`src/rtl/multicycle_datapath.sv`:
```
// multicycle_datapath: multi-cycle core with FSM control, 8-entry register file, ALU, PC and req/ack memory ports
module multicycle_datapath #(
  parameter int DATA_W = 32,
  parameter int ADDR_W = 32,
  parameter logic [ADDR_W-1:0] RESET_PC = '0,
  parameter int LINK_REG = 7
) (
  input  logic              clk,
  input  logic              rst,
  output logic              imem_req,
  output logic [ADDR_W-1:0] imem_addr,
  input  logic              imem_ack,
  input  logic [31:0]       imem_rdata,
  output logic              dmem_req,
  output logic              dmem_we,
  output logic [ADDR_W-1:0] dmem_addr,
  output logic [DATA_W-1:0] dmem_wdata,
  input  logic              dmem_ack,
  input  logic [DATA_W-1:0] dmem_rdata,
  input  logic [2:0]        dbg_reg_addr,
  output logic [DATA_W-1:0] dbg_reg_data,
  output logic [ADDR_W-1:0] pc_out,
  output logic              retire,
  output logic              halted,
  output logic              illegal_op
);
  typedef enum logic [2:0] {FETCH, DECODE, EXEC, MEM, WB, HALT} state_t;
  localparam logic [4:0] OP_ADD = 5'd0, OP_SUB = 5'd1, OP_AND = 5'd2, OP_OR = 5'd3,
                         OP_ADDI = 5'd4, OP_LW = 5'd5, OP_SW = 5'd6, OP_BEQ = 5'd7,
                         OP_JAL = 5'd8, OP_HALT = 5'd31;
  state_t state;
  logic [31:0] ir;
  logic [DATA_W-1:0] regs [8];
  logic [DATA_W-1:0] a, b, alu_q, mdr, alu, imm_ext, wr_val;
  logic [ADDR_W-1:0] pc, npc, pc4, imm_a;
  logic [4:0] op;
  logic [2:0] rs1, rt, rd, wr_idx;
  logic wr_en, bad_op, unused_bits;
  assign op = ir[31:27];
  assign rs1 = ir[26:24];
  assign rt = ir[23:21];
  assign rd = ir[20:18];
  assign unused_bits = ^ir[17:16];
  assign imm_ext = DATA_W'(signed'(ir[15:0]));
  assign imm_a = imm_ext[ADDR_W-1:0];
  assign pc4 = pc + ADDR_W'(4);
  assign bad_op = op > OP_JAL && op != OP_HALT;
  assign alu = op == OP_SUB ? a - b : op == OP_AND ? a & b : op == OP_OR ? a | b :
               op == OP_ADD ? a + b : a + imm_ext;
  assign wr_en = op <= OP_OR || op == OP_ADDI || op == OP_LW || op == OP_JAL;
  assign wr_idx = op <= OP_OR ? rd : op == OP_JAL ? 3'(LINK_REG) : rt;
  assign wr_val = op == OP_JAL ? DATA_W'(pc4) : op == OP_LW ? mdr : alu_q;
  // Requests decode straight from state; the fetch request is also gated by rst so it is low throughout reset
  assign imem_req = state == FETCH && !rst;
  assign imem_addr = pc;
  assign dmem_req = state == MEM;
  assign dmem_we = dmem_req && op == OP_SW;
  assign dmem_addr = alu_q[ADDR_W-1:0];
  assign dmem_wdata = b;
  assign dbg_reg_data = regs[dbg_reg_addr];
  assign pc_out = pc;
  assign retire = state == WB;
  assign halted = state == HALT;
  // Control FSM and all architectural/pipeline state; regs[0] is never written so R0 stays zero
  always_ff @(posedge clk or posedge rst) begin
    if (rst) begin
      state <= FETCH;
      pc <= RESET_PC;
      npc <= '0;
      ir <= '0;
      a <= '0;
      b <= '0;
      alu_q <= '0;
      mdr <= '0;
      illegal_op <= 1'b0;
      for (int i = 0; i < 8; i++) regs[i] <= '0;
    end else begin
      case (state)
        FETCH: if (imem_ack) begin
          ir <= imem_rdata;
          state <= DECODE;
        end
        DECODE: begin
          a <= regs[rs1];
          b <= regs[rt];
          illegal_op <= bad_op;
          state <= (op == OP_HALT || bad_op) ? HALT : EXEC;
        end
        EXEC: begin
          alu_q <= alu;
          npc <= ((op == OP_BEQ && a == b) || op == OP_JAL) ? pc4 + (imm_a << 2) : pc4;
          state <= (op == OP_LW || op == OP_SW) ? MEM : WB;
        end
        MEM: if (dmem_ack) begin
          if (op == OP_LW) mdr <= dmem_rdata;
          state <= WB;
        end
        WB: begin
          if (wr_en && wr_idx != 3'd0) regs[wr_idx] <= wr_val;
          pc <= npc;
          state <= FETCH;
        end
        default: state <= HALT;
      endcase
    end
  end
endmodule

```
`config.mk`:
```
export PLATFORM = sky130hd
export DESIGN_NAME = multicycle_datapath
export DESIGN_NICKNAME = d
export VERILOG_FILES = /design/src/rtl/multicycle_datapath.sv
export SDC_FILE = /design/constraint.sdc
export NUM_CORES = 2
export LEC_CHECK = 0
export ABC_AREA = 1
export ABC_CLOCK_PERIOD_IN_PS = 38300
export CAP_MARGIN = 20
export CORE_UTILIZATION = 27
export CTS_CLUSTER_DIAMETER = 80
export DETAILED_ROUTE_END_ITERATION = 7
export SLEW_MARGIN = 5
export SYNTH_ARGS = -nofsm -noshare
export SYNTH_HDL_FRONTEND = slang
export SYNTH_SLANG_ARGS = --single-unit
export TNS_END_PERCENT = 20
```
`constraint.sdc`:
```
create_clock -name clk -period 38.3 [get_ports clk]
set_input_delay 7.66 -clock clk [delete_from_list [all_inputs] [get_ports clk]]
set_output_delay 7.66 -clock clk [all_outputs]
set_load 0.01 [all_outputs]
```
==> results_tabular.tex <==
\begin{tabular}{lr}
\hline
Metric & Value \\
\hline
\multicolumn{2}{l}{\textbf{Floorplan}} \\
\quad Core ar. & 123,600 sq um \\
\quad Die Area & 126,100 sq um \\
\quad Horiz. Die Dim & 355.1 um \\
\quad Site Rows & 129 \\
\quad Height of the die & 355.1 um \\
\quad Initial core utilization & 27.23\% \\
\quad \# IOs & 237 \\
\multicolumn{2}{l}{\textbf{Layout}} \\
\quad Non-filler instance count after layout & 6,571 \\
\quad Layout overhead on the synthesized area & 16.50\% \\
\quad Final Net Count & 5,115 \\
\quad Fraction of final layout cells with drive strength greater than 1 & 5.578\% \\
\quad Top library cells by usage in the layout, fill and taps aside & nand2\_1 (842), o21ai\_0 (759), a21oi\_1 (642) \\
\quad Number of filler instances in the final layout & 13,420 \\
\quad Commonest non-fill, non-tap cell in the layout & nand2\_1 \\
\multicolumn{2}{l}{\textbf{Clock network}} \\
\quad Clock latency of the later-clocked register in the worst-skew pair & 0.68 ns \\
\quad Clock Pin Slew Worst Setup and Hold Paths & 0.05 ns \\
\quad Max Buffers Root-to-Sink & 3 \\
\quad TritonCTS clock tree & yes \\
\quad TritonCTS buffer count & 58 \\
\quad Root cell of the clock tree & clkbuf\_16 \\
\quad Number of buffers inserted for hold repair after clock tree synthesis & 0 \\
\quad \# clock sinks & 482 \\
\quad Post-CTS Setup Inserts & 0 \\
\quad H-tree level count & 2 \\
\quad Number of cells upsized or downsized after cts & 0 \\
\multicolumn{2}{l}{\textbf{STA}} \\
\quad Final Hold Viols & 0 \\
\quad Tightest Pin Transition & 1.125 ns \\
\quad Fin Hold WS & 0.4059 ns \\
\quad Final Slew Violations & 0 \\
\quad Number of setup violations in the final report & 0 \\
\quad Crit path time final & 18.66 ns \\
\quad Share of the cycle needed by the critical path after routing & 48.71\% \\
\quad Post-Route Setup TNS & 0 ns \\
\quad Smallest setup slack after layout & 19.64 ns \\
\quad RSZ-0062 raised after global routing & false \\
\quad Worst Clk Skew & 0.05079 ns \\
\quad Relative slew slack & 24.83\% \\
\quad Max Fclk & 0.05360 GHz \\
\multicolumn{2}{l}{\textbf{Critical path}} \\
\quad Crit. Startpoint & dbg\_reg\_addr[0] \\
\quad Data arrival, critical path & 11.00 ns \\
\quad Startpoint of the worst register-to-register path & ir[30] \\
\quad Worst-case register-to-register setup slack & 33.67 ns \\
\quad Endpoint type of the worst setup path & output pin \\
\quad Number of cells on the worst reg-to-reg path & 21 \\
\quad Required arrival time at the worst endpoint & 30.64 ns \\
\quad Top fanout value on the critical path & 68 \\
\quad Type of origin of the critical path & input pin \\
\quad CP endpoint & dbg\_reg\_data[13] \\
\quad Reg2reg end & dmem\_addr[24] \\
\quad Category of the most critical setup path & in2out \\
\multicolumn{2}{l}{\textbf{Placed design}} \\
\quad Count of buffers from port buffering & 234 \\
\quad Minimum setup slack after placement & 19.76 ns \\
\quad Total half-perimeter wirelength after legalization and detailed placement & 104,900 um \\
\quad Final RePlAce weighted congestion & 0.9772 \\
\quad Count of placed standard cells including taps & 6,456 \\
\multicolumn{2}{l}{\textbf{Logic synthesis}} \\
\quad Sequential area share after synthesis & 35.83\% \\
\quad Area share of the largest cell type after synthesis & 35.83\% \\
\quad Number of synthesized register bits & 482 \\
\quad Synthesized Nets & 5,096 \\
\quad Post-Synthesis Cell Area & 33,660 sq um \\
\quad Average cell area after synthesis & 6.922 sq um \\
\quad Ranking of synthesized cells by area & dfrtp\_1 (36\%), o21ai\_0 (11\%), a21oi\_1 (9.5\%) \\
\quad Count of different cell masters after synthesis & 51 \\
\quad Cell type with the largest total area after synthesis & dfrtp\_1 \\
\quad Number of instances in the synthesized netlist & 4,863 \\
\quad Yosys warnings & 0 \\
\multicolumn{2}{l}{\textbf{Power and ir drop}} \\
\quad Final Power & 3710 uW \\
\quad Power density relative to cell area & 94.62 nW/um\^{}2 \\
\quad Pleak & 0.01782 uW \\
\quad Maximum vdd drop & 0.00005519 V \\
\multicolumn{2}{l}{\textbf{Outcome}} \\
\quad Status & completed \\
\multicolumn{2}{l}{\textbf{Detailed routing}} \\
\quad Routed wire length & 148,100 um \\
\quad WL/cell & 22.54 um \\
\quad Detailed-route DRC error count & 0 \\
\quad Initial drt markers & 4,587 \\
\quad Per-cell via count in the routed design & 5.252 \\
\quad Pre-antenna DRT Iters & 6 \\
\quad Number of vias after detailed routing & 34,510 \\
\quad Antenna-violating nets left & 0 \\
\multicolumn{2}{l}{\textbf{Global route}} \\
\quad Remaining global-route overflow & 0 \\
\quad Initial antenna violation count & 10 \\
\quad Vias in the first global route & 31,420 \\
\quad Global routing usage summed across all routing layers & 22.77\% \\
\quad Global-route wire length before repair & 215,100 um \\
\quad Largest net degree at the start of global routing & 157 \\
\multicolumn{2}{l}{\textbf{Flow run}} \\
\quad Max-cap violations & 0 \\
\multicolumn{2}{l}{\textbf{Min path}} \\
\quad Hold path cells & 0 \\
\quad Worst min-delay path category & reg2reg \\
\hline
\end{tabular}
[critical path, stage by stage]
cell and delay (ns):
buf_4 0.09, clkinv_2 0.71, buf_4 0.64, a21oi_1 0.22
o21ai_0 0.10, nand2_1 0.09, nor2_1 0.04, a31oi_1 0.67
clkdlybuf4s50_1 0.70
[where the power goes]
group          internal [uW]  switching, uW
Clock                    333            249
Combinational            682           1550
Sequential               689            208
[state kept, by name (all words and copies together) (netlist names)]
register	count
illegal_op	1
state	3
regs	256
imem_addr	32
npc	32
mdr	32
a	32
dmem_wdata	32
ir	30
dmem_addr	32
[routing by layer]
layer	GRT usage, %	vias up	share of wire [%]
met4	9.681	4	4.6
met2	33.94	1716	43
li1	-	16140	-
met5	0	-	0.017
met1	31.72	16400	43
met3	4.646	253	9.3
[area by class of cell]
cell class                 instances  area, sq um  share of cell area, %
inverter                         569         2151                  5.484
multi-input combinational       3476        18070                  46.07
antenna                            4        10.01                0.02552
timing repair buffer             295         2863                  7.300
clock inverter                    25        300.3                 0.7657
sequential                       482        12070                  30.78
tap                             1637         2048                  5.223
clock buffer                      83         1705                  4.349
[cells in the mapped netlist (all sizes together)]
library cell,count
nand2,845
o21ai,798
a21oi,642
inv,568
dfrtp,482
nor2,378
nand3,319
clkbuf,219
ha,159
buf,117
xor2,45
o211ai,43
a31oi,41
mux2,38
nor3,34
or2,33
nand4,24
o21a,13
nor4,10
xnor2,9
o22ai,8
a21o,7
nand3b,7
o21bai,7
a21boi,4
fa,3
mux2i,2
a22oi,1
a31o,1
and2,1
and3,1
clkinv,1
o22a,1
o31ai,1
o41ai,1
[metrics by stage]
| stage | instance area [sq um] | util [%] |
|---|---|---|
| finish | 39220 | 31.72 |
| global route | 39210 | 31.71 |
| CTS | 39140 | 31.66 |
| detailed placement | 37130 | 30.03 |
| global placement | 37100 | 30.01 |
| floorplan | 33660 | - |
[logic make-up (layout without fill, tap and decap cells)]
kind of cell / Yosys count / in the layout / share of synthesized area (%)
AND/OR/NAND/NOR: 1652 / 1652 / 20.61
flip-flops: 482 / 482 / 35.83
AO/OA/AOI/OAI: 1568 / 1568 / 24.11
adder cells (fa/ha/maj): 162 / 162 / 6.089
XOR/XNOR: 54 / 54 / 1.405
multiplexers: 40 / 40 / 1.331
buffers and inverters: 905 / 972 / 10.63
other: 0 / 4 / 0
[worst min path at each step]
stage	startpoint	end	slack [ns]
finish	regs[224]	regs[224]	0.41
floorplan	npc[15]	imem_addr[15]	0.44
global placement	regs[238]	regs[238]	0.39
global route	regs[237]	regs[237]	0.43
detailed placement	regs[224]	regs[224]	0.40
CTS	regs[224]	regs[224]	0.41
(Power assumes the default switching activity.)
